[config.mk]
export PLATFORM = sky130hd
export DESIGN_NAME = alu_result_display
export DESIGN_NICKNAME = d
export VERILOG_FILES = /design/src/rtl/alu_result_display.sv
export SDC_FILE = /design/constraint.sdc
export NUM_CORES = 1
export LEC_CHECK = 0
export ABC_CLOCK_PERIOD_IN_PS = 3800
export CORE_ASPECT_RATIO = 0.5
export CORE_MARGIN = 10
export CORE_UTILIZATION = 45
export DETAILED_ROUTE_END_ITERATION = 7
export PLACE_DENSITY = 0.7
export SYNTH_ARGS = -nofsm -noshare
export SYNTH_HDL_FRONTEND = slang
export SYNTH_SLANG_ARGS = --single-unit
[constraint.sdc]
create_clock -name clk -period 3.8 [get_ports clk]
set_input_delay 0.95 -clock clk [delete_from_list [all_inputs] [get_ports clk]]
set_output_delay 0.95 -clock clk [all_outputs]
set_load 0.05 [all_outputs]
[src/rtl/alu_result_display.sv]
// -----------------------------------------------------------------------------
// alu_result_display
//
// Output stage that sits after the 6-bit ALU result multiplexer. It captures
// the selected result together with the 3-bit opcode that selected it, and
// drives the Basys 3 four-digit common-anode seven-segment display,
// time-multiplexed, showing (left to right):
//
//   digit 3: opcode (0..7)   digit 2: dash   digit 1: result[5:4]   digit 0: result[3:0]
//
// The decimal point on digit 0 lights for FLASH_CYCLES cycles whenever a
// capture changes the displayed {opcode, result}.
//
// Parameters:
//   REFRESH_DIV   clock cycles each digit stays lit (>= 2)
//   FLASH_CYCLES  cycles the change-indicator dp stays lit (>= 1)
//
// Ports:
//   clk           system clock (100 MHz)
//   reset_n       asynchronous active-low reset
//   result        ALU result from the multiplexer output
//   opcode        opcode currently driving the multiplexer select
//   result_valid  capture strobe; result/opcode sampled while high
//   freeze        when high, captures are ignored
//   an            digit anodes, active-low, one-hot while scanning
//   seg           segments {g,f,e,d,c,b,a}, active-low
//   dp            decimal point, active-low
//   shown_result  currently captured result
// -----------------------------------------------------------------------------
module alu_result_display #(
    parameter int REFRESH_DIV  = 100000,
    parameter int FLASH_CYCLES = 25000000
) (
    input  logic       clk,
    input  logic       reset_n,
    input  logic [5:0] result,
    input  logic [2:0] opcode,
    input  logic       result_valid,
    input  logic       freeze,
    output logic [3:0] an,
    output logic [6:0] seg,
    output logic       dp,
    output logic [5:0] shown_result
);

    localparam int REF_W   = $clog2(REFRESH_DIV);
    localparam int FLASH_W = $clog2(FLASH_CYCLES + 1);

    localparam logic [REF_W-1:0]   REF_LAST   = REF_W'(REFRESH_DIV - 1);
    localparam logic [FLASH_W-1:0] FLASH_LOAD = FLASH_W'(FLASH_CYCLES);

    localparam logic [6:0] SEG_OFF  = 7'b1111111;
    localparam logic [6:0] SEG_DASH = 7'b0111111;

    // Scan position; the encoding doubles as the rotation order.
    typedef enum logic [1:0] {
        DIG_RES_LO = 2'd0,
        DIG_RES_HI = 2'd1,
        DIG_SEP    = 2'd2,
        DIG_OPCODE = 2'd3
    } digit_e;

    // Active-low hex font, segment order {g,f,e,d,c,b,a}.
    function automatic logic [6:0] hex_to_seg(input logic [3:0] v);
        logic [6:0] s;
        case (v)
            4'h0:    s = 7'b1000000;
            4'h1:    s = 7'b1111001;
            4'h2:    s = 7'b0100100;
            4'h3:    s = 7'b0110000;
            4'h4:    s = 7'b0011001;
            4'h5:    s = 7'b0010010;
            4'h6:    s = 7'b0000010;
            4'h7:    s = 7'b1111000;
            4'h8:    s = 7'b0000000;
            4'h9:    s = 7'b0010000;
            4'hA:    s = 7'b0001000;
            4'hB:    s = 7'b0000011;
            4'hC:    s = 7'b1000110;
            4'hD:    s = 7'b0100001;
            4'hE:    s = 7'b0000110;
            default: s = 7'b0001110;
        endcase
        return s;
    endfunction

    // Captured data
    logic [5:0]         res_q, res_d;
    logic [2:0]         op_q, op_d;
    // Change indicator
    logic [FLASH_W-1:0] flash_cnt_q, flash_cnt_d;
    // Scan timing
    logic [REF_W-1:0]   ref_cnt_q, ref_cnt_d;
    digit_e             idx_q, idx_d;
    // Registered display drive
    logic [3:0]         an_q, an_d;
    logic [6:0]         seg_q, seg_d;
    logic               dp_q, dp_d;

    logic capture;
    logic data_changed;

    // -------------------------------------------------------------------------
    // Capture and change flash
    // -------------------------------------------------------------------------
    always_comb begin
        // NOTE: every signal assigned here gets a default first so no path
        // leaves it unassigned, which would otherwise infer a latch.
        res_d        = res_q;
        op_d         = op_q;
        flash_cnt_d  = flash_cnt_q;
        capture      = result_valid & ~freeze;
        data_changed = ({opcode, result} != {op_q, res_q});

        if (capture) begin
            res_d = result;
            op_d  = opcode;
        end

        // Only a capture that alters what is shown restarts the flash;
        // re-capturing identical data lets a running flash expire normally.
        // freeze gates capture only, so the countdown keeps running.
        if (capture && data_changed) begin
            flash_cnt_d = FLASH_LOAD;
        end else if (flash_cnt_q != '0) begin
            flash_cnt_d = flash_cnt_q - FLASH_W'(1);
        end
    end

    // -------------------------------------------------------------------------
    // Digit scan
    // -------------------------------------------------------------------------
    always_comb begin
        ref_cnt_d = ref_cnt_q + REF_W'(1);
        idx_d     = idx_q;
        if (ref_cnt_q == REF_LAST) begin
            ref_cnt_d = '0;
            idx_d     = digit_e'(idx_q + 2'd1);
        end
    end

    // -------------------------------------------------------------------------
    // Display drive, decoded from the current index and current captured data.
    // Registering it keeps the pins glitch-free; the cost is one cycle of lag.
    // -------------------------------------------------------------------------
    always_comb begin
        an_d  = 4'b1111;
        seg_d = SEG_OFF;
        dp_d  = 1'b1;
        case (idx_q)
            DIG_RES_LO: begin
                an_d  = 4'b1110;
                seg_d = hex_to_seg(res_q[3:0]);
                dp_d  = (flash_cnt_q == '0);
            end
            DIG_RES_HI: begin
                an_d  = 4'b1101;
                seg_d = hex_to_seg({2'b00, res_q[5:4]});
            end
            DIG_SEP: begin
                an_d  = 4'b1011;
                seg_d = SEG_DASH;
            end
            DIG_OPCODE: begin
                an_d  = 4'b0111;
                seg_d = hex_to_seg({1'b0, op_q});
            end
            default: begin
                an_d  = 4'b1111;
                seg_d = SEG_OFF;
            end
        endcase
    end

    // -------------------------------------------------------------------------
    // State registers
    // -------------------------------------------------------------------------
    // NOTE: non-blocking assignments so every flop samples the pre-edge values
    // of its neighbours, independent of statement order.
    always_ff @(posedge clk or negedge reset_n) begin
        if (!reset_n) begin
            res_q       <= '0;
            op_q        <= '0;
            flash_cnt_q <= '0;
            ref_cnt_q   <= '0;
            idx_q       <= DIG_RES_LO;
            an_q        <= 4'b1111;
            seg_q       <= SEG_OFF;
            dp_q        <= 1'b1;
        end else begin
            res_q       <= res_d;
            op_q        <= op_d;
            flash_cnt_q <= flash_cnt_d;
            ref_cnt_q   <= ref_cnt_d;
            idx_q       <= idx_d;
            an_q        <= an_d;
            seg_q       <= seg_d;
            dp_q        <= dp_d;
        end
    end

    assign an           = an_q;
    assign seg          = seg_q;
    assign dp           = dp_q;
    assign shown_result = res_q;

endmodule

=== Word-level counts from Yosys, hierarchy flattened ===
Memories as Yosys holds them, arrays and structs flattened.
Index checks and enable logic that the tools add are counted.

* $add $sub $neg: 3
* Multipliers: 0
* Div/mod/pow operators: 0
* Magnitude comparators: 0
* Equality and inequality tests: 8
* Shift-type cells: 0
* Multiplexer cells: 7
* Bitwise gates (word level): 2
* Reduce and logical (&&, ||, !) cells: 6

{| class="wikitable"
|+ Operators by type and width
! operator !! number
|-
| $pmux W7 S4 || 2
|-
| $mux W25 || 2
|-
| $logic_not A25 Y1 || 1
|-
| $reduce_bool A25 Y1 || 1
|-
| $sub A25 B1 Y25 const B || 1
|-
| $add A17 B1 Y17 const B || 1
|-
| $eq A17 B17 Y1 const B || 1
|-
| $mux W17 || 1
|-
| $pmux W4 S4 || 1
|-
| $ne A9 B9 Y1 || 1
|-
| $eq A2 B2 Y1 const B || 4
|-
| $eq A2 B1 Y1 const B || 2
|-
| $logic_not A2 Y1 || 2
|-
| $add A2 B1 Y2 const B || 1
|-
| $reduce_bool A2 Y1 || 1
|-
| $and A1 B1 Y1 || 1
|-
| $logic_and A1 B1 Y1 || 1
|-
| $mux W1 || 1
|-
| $not A1 Y1 || 1
|}

* Bits in registers: 65
* Latch bits: 0
* RAM bits: 0
* Memory bits (read-only): 168
* Output and inout port bits: 18
* Logic and storage cells: 36
* Memories: 2

{| class="wikitable"
|+ Memories
! memory !! depth !! bits a word !! rd ports !! clocked after Yosys merged registers in !! write ports !! RTL line !! text
|-
| (no name shown) || 16 || 7 || 1 || 0 || 0 || 66 || <nowiki>case (v)</nowiki>
|-
| (no name shown) || 8 || 7 || 1 || 0 || 0 || 66 ||
|}

=== Longest topological paths before layout ===
* Depth in word-level cells: 4
* Mapped depth: 8
* Mapped depth without buffers: 7

=== Least setup slack after synthesis ===
Ideal clock, no wire load.

* Path kind: register -> register
* Start point: reg res_q[3], in the netlist shown_result[3]
* End point: reg flash_cnt_q[19]
* Library setup time: 0.142 ns
* Data arrival time: 1.940 ns
* Required time: 3.658 ns
* Slack: 1.719 ns
* Stages on the path, launching flop included: 8
* Buffers on the path: 2
* Cell sequence: dfrtp_1 clkbuf_1 xnor2_1 nand3_1 o31a_1 inv_1 clkbuf_1 nand3_1

* Longest elaborated chain between the ends: 3
* Elaborated cells between the ends (all ways): 4
* Those cells by class: eq/ne: 1; mux: 1; reduce/logical: 2

{| class="wikitable"
|+ RTL lines
! item !! RTL line !! text
|-
| start: declaration || 88 || <nowiki>logic [5:0] res_q, res_d;</nowiki>
|-
| start signal: assignment || 191 || <nowiki>res_q <= res_d;</nowiki>
|-
| $ne A9 B9 Y1 * || 113 || <nowiki>data_changed = ({opcode, result} != {op_q, res_q});</nowiki>
|-
| $logic_and A1 B1 Y1 * || 123 || <nowiki>if (capture && data_changed) begin</nowiki>
|-
| $mux W25 or $reduce_bool A2 Y1 (tied branches) || n/a ||
|-
| end signal: assignment || 193 || <nowiki>flash_cnt_q <= flash_cnt_d;</nowiki>
|-
| end: declaration || 91 || <nowiki>logic [FLASH_W-1:0] flash_cnt_q, flash_cnt_d;</nowiki>
|}

Every way passes the cells marked *; elsewhere a longest branch is shown, timed or not.
A chain may end at the register's enable or synchronous reset.

=== Final worst setup path ===
* Start point: reg res_q[3], in the netlist shown_result[3]
* End point: out shown_result[3]

{| class="wikitable"
|+ RTL lines
! item !! RTL line !! text
|-
| end: declaration || 43 || <nowiki>output logic [5:0] shown_result</nowiki>
|}

No word-level cell between the ends.

==> flow_summary.toml <==
[floorplan]
die_area_um2 = 12200
core_area_um2 = 7540
fp.dieH_um = 83.2
ios = 31
start_util_pct = 47.6
die_w_um = 146
fp-row-count = 22

[grt]
grt.met1_usage_pct = 13.2
globalRouteMet3Util_pct = 5.19
grt_overflow = 0
busiest_layer = "met2"
grt_pass1_vias = 2741
antenna_found_initial = 0
grt_pass1_wl_mm = 12.8
use_met2_pct = 22.7
grt_usage_pct = 12.5
grt_max_degree = 46

[placement]
place_hpwl_mm = 5.46
place.gp.congestion = 0.869
dp_cells = 493
numPortBuffers = 30

[clock_network]
clk_latency_ns = 0.33
clk_pin_slew_ns = 0.05
cts_hold_buf = 0
clock_path_buffers = 2
post_cts_buffers = 0
cts_buffers = 9
clkSinkCount = 65
cts_resized = 0
cts_tree = "built"
root_buffer = "clkbuf_16"
htree_levels = 3

[setup_path]
cp.depth = 1
cpPeakStageDelay_ns = 0.91
critPathSlowestCell = "clkdlybuf4s50_1"
end_kind = "output port"
worstPathArrival_ns = 1.93
crit_buf_inv = 1
path_max_fanout = 19
start_kind = "register"
critical-path-top-delay-family = "buffers and inverters"
crit_required_ns = 2.85
crit_type = "register to output port"
rr_worst_depth = 5
path_cells = "clkdlybuf4s50_1"

[route]
drc_errors = 0
drt_iter0_drc = 133
first_pass_iters = 5
routedWlPerCell_um = 14.6
vias_per_cell = 5.49
routed-via-count = 2793
ant_nets = 0
wl_mm = 7.43

[sta]
finalSetupViolCount = 0
period_share_pct = 75.8
drv_slew = 0
rsz0062_at_grt = "no"
period_needed_ns = 2.88
timing.setup.tns_ns = 0
tightest_slew_ns = 0.995
finalHoldViolCount = 0
slew_headroom_pct = 33.7
skew_ns = 0.0105
max_clock_freq_ghz = 0.347

[synth]
syn_area_um2 = 3590
avgSynthCellArea_um2 = 9.84
ys_seq_area_share_pct = 45.7
synthCells = 365
synth_cell_types = 48
ys_async_sr_fraction_pct = 100
synth-edff-count = 0
syn_nets = 400
ys.flop_type = "dfrtp_1"
synth-seq-cells = 65
yosysWarnings = 0

[cells_and_area]
fin_cells = 509
multi_input_area_um2 = 1830
final_nets = 431
antenna_cells = 0
seq_area_um2 = 1640
drive_gt1_share_pct = 12.0
syn2layout_area_growth_pct = 18.7
n_fill_cell = 664

[status]
outcome = "complete, no violations"

[hold_path]
hp-class = "register to register"
holdPathStages = 1

[power]
leakagePower_uw = 0.00168
p_per_area_nw_per_um2 = 506
ir_drop_mv = 0.250

[job]
cap_violations = 0
## metal layers
layer	vias up	wire length, um
met5	-	0
met2	57	3910
met3	7	375
li1	1351	-
met4	0	75
met1	1378	3080
## sequential cells by signal, summed over array words and instances, names as in the netlist
| register | cells |
|---|---|
| dp | 1 |
| an | 4 |
| shown_result | 6 |
| seg | 7 |
| flash_cnt_q | 25 |
| ref_cnt_q | 17 |
| idx_q | 2 |
| op_q | 3 |
## synthesized netlist by cell type, drive strengths merged (9+ instances only)
cell / n / area share [%]
xnor2: 26 / 6.3
o21ai: 22 / 3.1
xor2: 10 / 2.4
nor4: 12 / 2.6
or3: 9 / 1.7
nor3: 12 / 1.8
nor2: 27 / 2.8
ha: 22 / 7.7
nand2: 35 / 3.7
clkbuf: 13 / 1.4
inv: 19 / 2.0
nand3: 14 / 2.0
a21oi: 13 / 1.8
dfstp: 12 / 8.8
dfrtp: 53 / 37
## layout by cell type, fill, tap and decap left out, types with 7 or more instances in the layout
master           netlist  routed
nand2_1               35      35
xor2_1                10      10
nor3_1                11      11
or3_1                  8       8
nand4_1                7       7
clkdlybuf4s50_1        0      29
ha_1                  22      22
inv_1                 19      19
nand3_1               14      14
dfrtp_1               53      53
o21ai_0               22      22
xnor2_1               26      26
clkbuf_16              0       9
dfstp_2               12      12
nor4_1                 9       9
a21oi_1               13      13
nor2_1                27      27
## final timing paths
kind,endpoint,start,slack [ns]
hold reg to reg,ref_cnt_q[0],ref_cnt_q[0],0.49
setup / recovery,shown_result[3],shown_result[3],0.92
setup reg to reg,flash_cnt_q[6],flash_cnt_q[13],1.55
max in group asynchronous,an[1],reset_n,2.18
hold / removal,ref_cnt_q[0],ref_cnt_q[0],0.49
min in group asynchronous,ref_cnt_q[11],reset_n,0.79
## power by group
part           internal (uW)  total (uW)  switching (uW)
Clock                    457         739             282
Sequential               787         906             119
Combinational            218         511             293
Total                   1460        2160             695
## area by class of cell
type | instances | area share (%)
Clock buffer | 13 | 5.87
Clock inverter | 3 | 0.411
Inverter | 19 | 1.67
Multi-Input combinational cell | 268 | 42.9
Sequential cell | 65 | 38.5
Tap cell | 108 | 3.17
Timing Repair Buffer | 33 | 7.45
## stage by stage
step / util, % / setup WS [ns] / hold WS (ns) / total power [uW] / instance area [um^2]
floorplan: - / 1.72 / 0.455 / 1260 / 3590
global placement: 53.0 / 0.951 / 0.470 / 1410 / 4000
detailed placement: 53.0 / 0.913 / 0.487 / 1420 / 4000
CTS: 56.5 / 0.906 / 0.497 / 2180 / 4260
global route: 56.5 / 0.825 / 0.525 / 2270 / 4260
finish: 56.5 / 0.919 / 0.495 / 2160 / 4260
## cells by family after synthesis
kind of cell | count (synthesis) | synth area share (%)
flops | 65 | 45.7
compound gates | 60 | 10.4
xor+xnor | 36 | 8.78
simple gates | 142 | 21.4
buf+inv | 32 | 3.34
fa+ha+maj | 22 | 7.66
mux | 8 | 2.75
Note: power is estimated with default switching activity, not from simulation.
